File: config.mk
export PLATFORM = sky130hd
export DESIGN_NAME = histogram_esitleme
export DESIGN_NICKNAME = d
export VERILOG_FILES = /design/src/rtl/histogram_esitleme_pkg.sv /design/src/rtl/histogram_esitleme_bolme_birimi.sv /design/src/rtl/histogram_esitleme.sv
export SDC_FILE = /design/constraint.sdc
export NUM_CORES = 2
export LEC_CHECK = 0
export CAP_MARGIN = 20
export CORE_ASPECT_RATIO = 0.8
export CORE_MARGIN = 3
export CORE_UTILIZATION = 30
export CTS_BUF_LIST = sky130_fd_sc_hd__clkbuf_4 sky130_fd_sc_hd__clkbuf_8 sky130_fd_sc_hd__clkbuf_16
export DETAILED_ROUTE_END_ITERATION = 7
export DONT_BUFFER_PORTS = 1
export GPL_TIMING_DRIVEN = 0
export PLACE_DENSITY = 0.53
export SYNTH_ARGS = -nofsm -noshare
export SYNTH_HDL_FRONTEND = slang
export SYNTH_SLANG_ARGS = --single-unit
File: constraint.sdc
create_clock -name clk_i -period 25 [get_ports clk_i]
set_input_delay 2.5 -clock clk_i [delete_from_list [all_inputs] [get_ports clk_i]]
set_output_delay 2.5 -clock clk_i [all_outputs]
set_load 0.05 [all_outputs]
File: src/rtl/histogram_esitleme_pkg.sv
// Shared constants and FSM state type for the histogram-equalisation LUT builder.
package histogram_esitleme_pkg;

  localparam int unsigned PIXEL_BIT          = 8;
  localparam int unsigned CDF_BIT_VARSAYILAN = 17;
  localparam int unsigned PAY_BIT            = 26;
  localparam int unsigned BOLME_GECIKME      = 26;
  localparam int unsigned BIN_CEVRIM         = 29;
  localparam int unsigned LUT_DERINLIK       = 256;

  typedef enum logic [2:0] {
    BOSTA,
    OKU,
    TOPLA,
    BOL,
    YAZ,
    ESLE
  } durum_e;

endpackage

File: src/rtl/histogram_esitleme_bolme_birimi.sv
// Restoring divider, PAY_BIT-bit numerator / CDF_BIT-bit divisor, fixed latency.
module bolme_birimi
  import histogram_esitleme_pkg::*;
#(
  parameter int unsigned CDF_BIT = CDF_BIT_VARSAYILAN
) (
  input  logic               clk_i,
  input  logic               rstn_i,
  input  logic               basla_i,
  input  logic [PAY_BIT-1:0] pay_i,
  input  logic [CDF_BIT-1:0] payda_i,
  output logic               bitti_o,
  output logic [PAY_BIT-1:0] bolum_o
);

  logic [CDF_BIT:0]   kalan_q, kalan_d, kalan_giris, kaydir;
  logic [PAY_BIT-1:0] bolum_q, bolum_d, bolum_giris;
  logic [CDF_BIT-1:0] payda_q, payda_giris;
  logic [4:0]         sayac_q;
  logic               mesgul_q, bitti_q;

  // The start cycle already performs the first iteration so that done and
  // the final quotient appear together after BOLME_GECIKME cycles.
  always_comb begin
    kalan_giris = basla_i ? '0 : kalan_q;
    bolum_giris = basla_i ? pay_i : bolum_q;
    payda_giris = basla_i ? payda_i : payda_q;
    kaydir      = {kalan_giris[CDF_BIT-1:0], bolum_giris[PAY_BIT-1]};
    if (kaydir >= {1'b0, payda_giris}) begin
      kalan_d = kaydir - {1'b0, payda_giris};
      bolum_d = {bolum_giris[PAY_BIT-2:0], 1'b1};
    end else begin
      kalan_d = kaydir;
      bolum_d = {bolum_giris[PAY_BIT-2:0], 1'b0};
    end
  end

  always_ff @(posedge clk_i or negedge rstn_i) begin
    if (!rstn_i) begin
      kalan_q  <= '0;
      bolum_q  <= '0;
      payda_q  <= '0;
      sayac_q  <= '0;
      mesgul_q <= 1'b0;
      bitti_q  <= 1'b0;
    end else if (basla_i) begin
      kalan_q  <= kalan_d;
      bolum_q  <= bolum_d;
      payda_q  <= payda_i;
      sayac_q  <= 5'(BOLME_GECIKME - 1);
      mesgul_q <= 1'b1;
      bitti_q  <= 1'b0;
    end else if (mesgul_q) begin
      kalan_q <= kalan_d;
      bolum_q <= bolum_d;
      sayac_q <= sayac_q - 5'd1;
      if (sayac_q == 5'd1) begin
        mesgul_q <= 1'b0;
        bitti_q  <= 1'b1;
      end else begin
        bitti_q <= 1'b0;
      end
    end else begin
      bitti_q <= 1'b0;
    end
  end

  assign bitti_o = bitti_q;
  assign bolum_o = bolum_q;

endmodule

File: src/rtl/histogram_esitleme.sv
// Builds a 256-entry equalisation LUT from a histogram SRAM, then maps a pixel stream.
module histogram_esitleme
  import histogram_esitleme_pkg::*;
#(
  parameter int unsigned CDF_BIT = CDF_BIT_VARSAYILAN
) (
  input  logic                 clk_i,
  input  logic                 rstn_i,
  input  logic                 baslat_i,
  input  logic [CDF_BIT-1:0]   cdf_min_i,
  input  logic [CDF_BIT-1:0]   toplam_i,
  output logic                 rd_en_o,
  output logic [PIXEL_BIT-1:0] addr_r_o,
  input  logic [CDF_BIT-1:0]   data_out_i,
  output logic                 lut_hazir_o,
  input  logic                 pixel_gecerli_i,
  input  logic [PIXEL_BIT-1:0] pixel_i,
  output logic                 pixel_hazir_o,
  output logic                 pixel_gecerli_o,
  output logic [PIXEL_BIT-1:0] pixel_o
);

  durum_e               durum_q, durum_d;
  logic [PIXEL_BIT-1:0] indis_q, indis_d;
  logic [CDF_BIT-1:0]   cdf_q, cdf_d;
  logic [CDF_BIT-1:0]   cdf_min_q, cdf_min_d;
  logic [CDF_BIT-1:0]   payda_q, payda_d;
  logic [PIXEL_BIT-1:0] lut_q [LUT_DERINLIK];
  logic                 pixel_gecerli_q;
  logic [PIXEL_BIT-1:0] pixel_q;

  logic [CDF_BIT-1:0]   cdf_yeni, fark;
  logic [PAY_BIT-1:0]   pay;
  logic                 bolme_basla, bolme_bitti;
  logic [PAY_BIT-1:0]   bolum;
  logic [PIXEL_BIT-1:0] lut_deger;
  logic                 baslat_kabul, pixel_kabul;

  assign baslat_kabul = baslat_i && (durum_q == BOSTA || durum_q == ESLE);
  assign pixel_kabul  = pixel_gecerli_i && pixel_hazir_o;
  assign bolme_basla  = (durum_q == TOPLA);

  always_ff @(posedge clk_i or negedge rstn_i) begin
    if (!rstn_i) durum_q <= BOSTA;
    else         durum_q <= durum_d;
  end

  always_comb begin
    durum_d = durum_q;
    unique case (durum_q)
      BOSTA:   if (baslat_i) durum_d = OKU;
      OKU:     durum_d = TOPLA;
      TOPLA:   durum_d = BOL;
      BOL:     if (bolme_bitti) durum_d = YAZ;
      YAZ:     durum_d = (indis_q == '1) ? ESLE : OKU;
      ESLE:    if (baslat_i) durum_d = OKU;
      default: durum_d = BOSTA;
    endcase
  end

  always_comb begin
    rd_en_o       = (durum_q != OKU);
    addr_r_o      = (durum_q == OKU) ? indis_q : '0;
    lut_hazir_o   = (durum_q == ESLE);
    pixel_hazir_o = (durum_q == ESLE);
  end

  // Rounded scaling: (max(cdf - cdf_min, 0) * 255 + den/2) / den.
  always_comb begin
    cdf_yeni = cdf_q + data_out_i;
    fark     = (cdf_yeni > cdf_min_q) ? (cdf_yeni - cdf_min_q) : '0;
    pay      = PAY_BIT'(fark) * PAY_BIT'(255) + PAY_BIT'(payda_q >> 1);
  end

  always_comb begin
    indis_d   = indis_q;
    cdf_d     = cdf_q;
    cdf_min_d = cdf_min_q;
    payda_d   = payda_q;
    if (baslat_kabul) begin
      indis_d   = '0;
      cdf_d     = '0;
      cdf_min_d = cdf_min_i;
      payda_d   = toplam_i - cdf_min_i;
    end else if (durum_q == TOPLA) begin
      cdf_d = cdf_yeni;
    end else if (durum_q == YAZ) begin
      indis_d = indis_q + 1'b1;
    end
  end

  always_ff @(posedge clk_i or negedge rstn_i) begin
    if (!rstn_i) begin
      indis_q   <= '0;
      cdf_q     <= '0;
      cdf_min_q <= '0;
      payda_q   <= '0;
    end else begin
      indis_q   <= indis_d;
      cdf_q     <= cdf_d;
      cdf_min_q <= cdf_min_d;
      payda_q   <= payda_d;
    end
  end

  bolme_birimi #(
    .CDF_BIT(CDF_BIT)
  ) u_bolme (
    .clk_i   (clk_i),
    .rstn_i  (rstn_i),
    .basla_i (bolme_basla),
    .pay_i   (pay),
    .payda_i (payda_q),
    .bitti_o (bolme_bitti),
    .bolum_o (bolum)
  );

  always_comb begin
    if (payda_q == '0)
      lut_deger = indis_q;
    else if (|bolum[PAY_BIT-1:PIXEL_BIT])
      lut_deger = '1;
    else
      lut_deger = bolum[PIXEL_BIT-1:0];
  end

  // No reset on the table: lut_hazir_o alone qualifies its contents.
  always_ff @(posedge clk_i) begin
    if (durum_q == YAZ) lut_q[indis_q] <= lut_deger;
  end

  always_ff @(posedge clk_i or negedge rstn_i) begin
    if (!rstn_i) begin
      pixel_gecerli_q <= 1'b0;
      pixel_q         <= '0;
    end else begin
      pixel_gecerli_q <= pixel_kabul;
      if (pixel_kabul) pixel_q <= lut_q[pixel_i];
    end
  end

  assign pixel_gecerli_o = pixel_gecerli_q;
  assign pixel_o         = pixel_q;

endmodule

[Word level (Yosys, flattened, before mapping)]
Memories as Yosys holds them, arrays and structs flattened. A register that Yosys moved wholly into a read port is not among the register bits.
Index checks and enable logic that the tools add are counted.
Storage, ports and cells
  flip-flop bits (word level): 130
  bits in latches: 0
  bits in writable memories: 2048
  memory bits (read-only): 0
  logic and storage cells: 79
  memories: 1
Operators by class
  add/subtract/negate cells: 7
  multipliers: 1
  div/mod/pow operators: 0
  order comparisons: 2
  equal/unequal tests: 11
  shift operators: 0
  muxes and demuxes: 32
  bitwise gates (word level): 0
  reductions and logical operators: 13
Memory list
  lut_q: depth 256, bits a word 8, read ports 1, clocked after Yosys merged registers in 1, wr ports 1, line histogram_esitleme.sv:28  | logic [PIXEL_BIT-1:0] lut_q [LUT_DERINLIK];
Operators by type and width (count)
  17-bit two-way mux: 8
  26-bit two-way mux: 3
  17-bit subtractor: 3
  8-bit two-way mux: 6
  25-bit by 16-bit adder with 26-bit output: 1
  17-bit by 8-bit multiplier with 25-bit output, second input constant: 1
  18-bit by 17-bit >= comparator with 1-bit output: 1
  18-bit OR reduction: 1
  17-bit adder: 1
  17-bit > comparator: 1
  17-bit zero test: 1
  3-bit case mux with 5 select lines: 1
  5-bit two-way mux: 2
  1-bit two-way mux: 9
  3-bit two-way mux: 3
  8-bit by 1-bit adder with 8-bit output, second input constant: 1
  8-bit equality test, second input constant: 1
  3-bit by 2-bit equality test with 1-bit output, second input constant: 2
  3-bit equality test, second input constant: 2
  2-bit nonzero test: 3
  5-bit by 1-bit equality test with 1-bit output, second input constant: 1
  5-bit by 1-bit subtractor with 5-bit output, second input constant: 1
  2-bit by 1-bit != test with 1-bit output, second input constant: 2
  2-bit AND reduction: 2
  8 further kinds: 9

[Logic depth before layout (Yosys ltp)]
  depth after elaboration: 10
  mapped depth: 55

[Cells and area by module]
Synthesis repeated with hierarchy kept, for this count alone.
Second synthesis, totals
  cell total of the unflattened synthesis: 4761
  area, all modules: 91829.3 sq um
Modules (own cells, without submodules)
  histogram_esitleme: instances 1, cells each 4367, area an instance 87963.1 sq um, seq. area each 63275.7 sq um
  bolme_birimi: instances 1, cells each 394, area an instance 3866.2 sq um, seq. area each 1676.6 sq um

[Least setup slack after synthesis]
No wires, ideal clock.
  kind: input to register
  start: in data_out_i[0]
  end: reg u_bolme.kalan_q[1]
  setup time: 0.137 ns
  arrival time: 13.158 ns
  data required time: 24.863 ns
  setup slack: 11.705 ns
  stages on the path: 52
  buffers on the path: 2
  cell sequence: ha_1 > inv_1 > fa_1 > inv_1 > a21oi_1 > o21bai_1 > a21o_1 > a31o_2 > a41oi_1 > a21oi_1 > mux2i_1 > nand2_1 > xor2_1 > ha_1 > and4_1 > nand2_1 > or4_1 > nand3_1 > [16 not listed] > a21oi_1 > a211oi_1 > o31ai_1 > xor2_1 > mux2i_1 > ha_1 > inv_1 > fa_1 > a21o_1 > a21oi_1 > o21bai_1 > a21oi_1 > o21bai_1 > o211ai_1 > nor2b_1 > clkbuf_1 > mux2i_1 > a21oi_1
Between the ends
  cells in the longest elaborated chain, start to end: 10
  elaborated cells between the ends (all ways): 12
Ends and longest elaborated chain
  start: declaration: line histogram_esitleme.sv:14  | input logic [CDF_BIT-1:0] data_out_i,
  17-bit adder (*): line histogram_esitleme.sv:70  | cdf_yeni = cdf_q + data_out_i;
  17-bit subtractor or 17-bit > comparator (tied branches): line histogram_esitleme.sv:71  | fark = (cdf_yeni > cdf_min_q) ? (cdf_yeni - cdf_min_q) : '0;
  17-bit two-way mux (*): line histogram_esitleme.sv:71
  17-bit by 8-bit multiplier with 25-bit output (*): line histogram_esitleme.sv:72  | pay = PAY_BIT'(fark) * PAY_BIT'(255) + PAY_BIT'(payda_q >> 1);
  25-bit by 16-bit adder with 26-bit output (*): line histogram_esitleme.sv:72
  26-bit two-way mux (*): line histogram_esitleme_bolme_birimi.sv:26  | bolum_giris = basla_i ? pay_i : bolum_q;
  17-bit subtractor or 18-bit by 17-bit >= comparator with 1-bit output (tied branches): line histogram_esitleme_bolme_birimi.sv:30, histogram_esitleme_bolme_birimi.sv:29
  17-bit two-way mux (*): line histogram_esitleme_bolme_birimi.sv:29  | if (kaydir >= {1'b0, payda_giris}) begin
  17-bit two-way mux: line histogram_esitleme_bolme_birimi.sv:53  | end else if (mesgul_q) begin
  17-bit two-way mux (*): line histogram_esitleme_bolme_birimi.sv:46  | end else if (basla_i) begin
  end signal: assignment: line histogram_esitleme_bolme_birimi.sv:47  | kalan_q <= kalan_d;
  end signal: assignment: line histogram_esitleme_bolme_birimi.sv:54  | kalan_q <= kalan_d;
  end: declaration: line histogram_esitleme_bolme_birimi.sv:16  | logic [CDF_BIT:0] kalan_q, kalan_d, kalan_giris, kaydir;
Mark *: on every way between the ends. The rest lies on a longest branch, timed or not. The select of a mux whose other input is x is not followed.
A chain may end at the register's enable or synchronous reset.

[Final worst setup path]
Same ends and word-level chain as after synthesis.

==> metrics.yaml <==
setup_path:
  rr_startpoint: "cdf_q[0]"
  slowest_delay_ns: 0.58
  cp-startpoint: "data_out_i[0]"
  r2r-end: "u_bolme.kalan_q[1]"
  endpoint_kind: "flop"
  reg2regPathDepth: 52
  path_class: "in2reg"
  arrival_ns: 15.08
  path_max_fanout: 10
  crit_required_ns: 25.66
  slowest_stage: "fa_1"
  reg2reg_slack_ns: 11.87
  start_kind: "primary input"
  crit_end: "u_bolme.kalan_q[1]"
placed_design:
  portBuffers: 0
  dpl_worst_slack_ns: 9.71
  placed_area_um2: 98000
  dp_hpwl_um: 180000
  gp_congestion: 0.838
clocking:
  clock_latency_ns: 0.88
  cts-resized-gates: 0
  cts_made_buffers: 213
  cts_tree: "built"
  root_buffer: "clkbuf_16"
  post-cts-setup-buffer-count: 0
  htree_levels: 4
  clk_pin_slew_ns: 0.06
  cts_hold_buf: 0
  cts_buffer_depth: 4
  cts.sinks: 2186
global_route:
  grt_pass1_vias: 45924
  antenna_found_initial: 34
  grt_pass1_wl_um: 361000
  overflow: 0
  grt_util_all_layers_pct: 16.2
  grt_max_degree: 139
timing:
  timing.hold.ws_ns: 0.492
  final-hold-violation-count: 0
  worstMarginPinSlew_ns: 1.23
  finClkSkew_ns: 0.0558
  tns_ns: 0
  rsz0062_at_grt: "no"
  timing.final.crit_share_pct: 57.7
  fmax_ghz: 0.0694
  fin_crit_ns: 14.42
  finalSetupViolCount: 0
  worst_slack_ns: 10.58
  final_max_slew_viol_count: 0
  max_slew_margin_pct: 17.7
job:
  max_cap_violations: 0
synth:
  synth-seq-area-share_pct: 70.9
  yosys.area.top_type: "edfxtp_1"
  synth-main-ff-cell: "edfxtp_1"
  synth.top_cell.area_share_pct: 67.1
  synth_edf_count: 2048
  syn-num-nets: 4952
  synthArstFlopShare_pct: 6.31
  avgSynthCellArea_um2: 19.6
  yosysWarnings: 0
  synthTopCellsByArea: "edfxtp_1, mux4_2, dfrtp_1, fa_1, ha_1"
  synthesis.area_um2: 91700
  yosys_register_bits: 2186
  syn_inst: 4674
  synth.distinct_cells: 59
route:
  wl_met1_um: 114000
  wl_per_cell_um: 28.2
  drc: 0
  wl_met3_um: 27500
  viasPerCell: 5.11
  met2_length_um: 111000
  routed.top_layer: "met4"
  firstDrtPassIters: 5
  routed_wl_um: 257000
  vias: 46715
  drtIter0Drc: 6434
  ant_nets: 0
floorplanning:
  initial_core_util_pct: 30.3
  die_area_um2: 312000
  die_h_um: 500
  die_w_um: 624
  fp-row-count: 180
  io_pins: 83
  coreArea_um2: 302000
min_path:
  holdPathStages: 2
  min_path_type: "reg2reg"
finish:
  final_cell_mix: "edfxtp_1, mux4_2, nor2_1"
  final_common_cell: "edfxtp_1"
  fin_nets: 5241
  syn_to_final_growth_pct: 14.6
  multiInputGateArea_um2: 25000
  drive_above_1_share_pct: 23.0
  regArea_um2: 65000
  nFillCells: 28148
  final_area_um2: 105000
status:
  status: "finished, final reports clean"
[cells in the mapped netlist, types with 8 or more instances]
master    instances
edfxtp_1       2048
mux4_2          680
nor2_1          323
inv_1           223
nand2_1         172
clkbuf_1        151
dfrtp_1         138
ha_1            122
o21ai_0         103
fa_1             93
a21oi_1          68
buf_2            53
xnor2_1          46
and2_1           43
mux2i_1          43
nand3_1          39
a21o_1           34
xor2_1           30
buf_1            26
and3_1           20
nor2b_1          20
nor3_1           20
nand2b_1         15
a31oi_1          13
nand4_1          13
mux2_2           12
a211oi_1         10
nor3b_1          10
nor4_1           10
o21bai_1         10
o21a_1            9
a21boi_0          8
o22a_1            8
o31ai_1           8
[worst max-delay path, delay by kind of cell]
| kind | cells | cell delay (ns) |
|---|---|---|
| muxes | 3 | 0.96 |
| buffers and inverters | 8 | 0.89 |
| xor gates and xnor gates | 2 | 0.54 |
| and+or+nand+nor | 9 | 1.83 |
| AOI/OAI and AO/OA | 20 | 4.71 |
| adders and majority gates | 10 | 3.64 |
[metrics by stage]
step	instances	util, %
4_1_cts	9118	34.7
3_5_place_dp	8737	32.4
2_1_floorplan	4674	-
6_report	9139	34.7
5_1_grt	9134	34.7
3_3_place_gp	8678	32.0
[final cells by class]
cell class / instances / share of cell area (%)
antenna: 6 / 0.0143
buffer: 232 / 0.913
clock buffer: 265 / 5.50
clock inverter: 116 / 1.01
inverter: 224 / 0.800
multi-input combinational: 2032 / 23.8
sequential: 2186 / 61.8
tap: 4004 / 4.77
timing repair buffer: 74 / 1.39
[layer usage]
| metal | GRT usage [%] | vias up |
|---|---|---|
| li1 | - | 19343 |
| met1 | 24.5 | 25093 |
| met2 | 23.3 | 2005 |
| met3 | 4.57 | 274 |
| met4 | 3.24 | 0 |
| met5 | 0 | - |
[cells by family after synthesis]
| group | after synthesis | synth area share (%) |
|---|---|---|
| multiplexers | 735 | 17.3 |
| AO/OA/AOI/OAI | 304 | 2.06 |
| buffers and inverters | 456 | 1.95 |
| AND/OR/NAND/NOR | 702 | 3.40 |
| adder cells (fa/ha/maj) | 215 | 3.70 |
| flip-flops | 2186 | 70.9 |
| XOR/XNOR | 76 | 0.726 |
[registers in the layout, indices dropped and copies added, names as in the netlist, 3 cells and up]
register / cells
u_bolme.sayac_q: 5
payda_q: 17
indis_q: 8
durum_q: 3
u_bolme.payda_q: 17
u_bolme.kalan_q: 17
pixel_o: 8
lut_q: 2048
cdf_min_q: 17
cdf_q: 17
u_bolme.bolum_o: 26
[worst min path at each step]
stage | to | from | slack, ns
floorplan | u_bolme.payda_q[0] | u_bolme.payda_q[0] | 0.45
global placement | u_bolme.payda_q[0] | u_bolme.payda_q[0] | 0.47
detailed placement | u_bolme.payda_q[0] | u_bolme.payda_q[0] | 0.48
CTS | u_bolme.payda_q[0] | u_bolme.payda_q[0] | 0.50
global route | u_bolme.payda_q[0] | u_bolme.payda_q[0] | 0.52
finish | u_bolme.payda_q[0] | u_bolme.payda_q[0] | 0.49
Power is left out: the tool's default activity adds up to more than one toggle a clock period on the data nets, which glitch-free logic cannot reach.
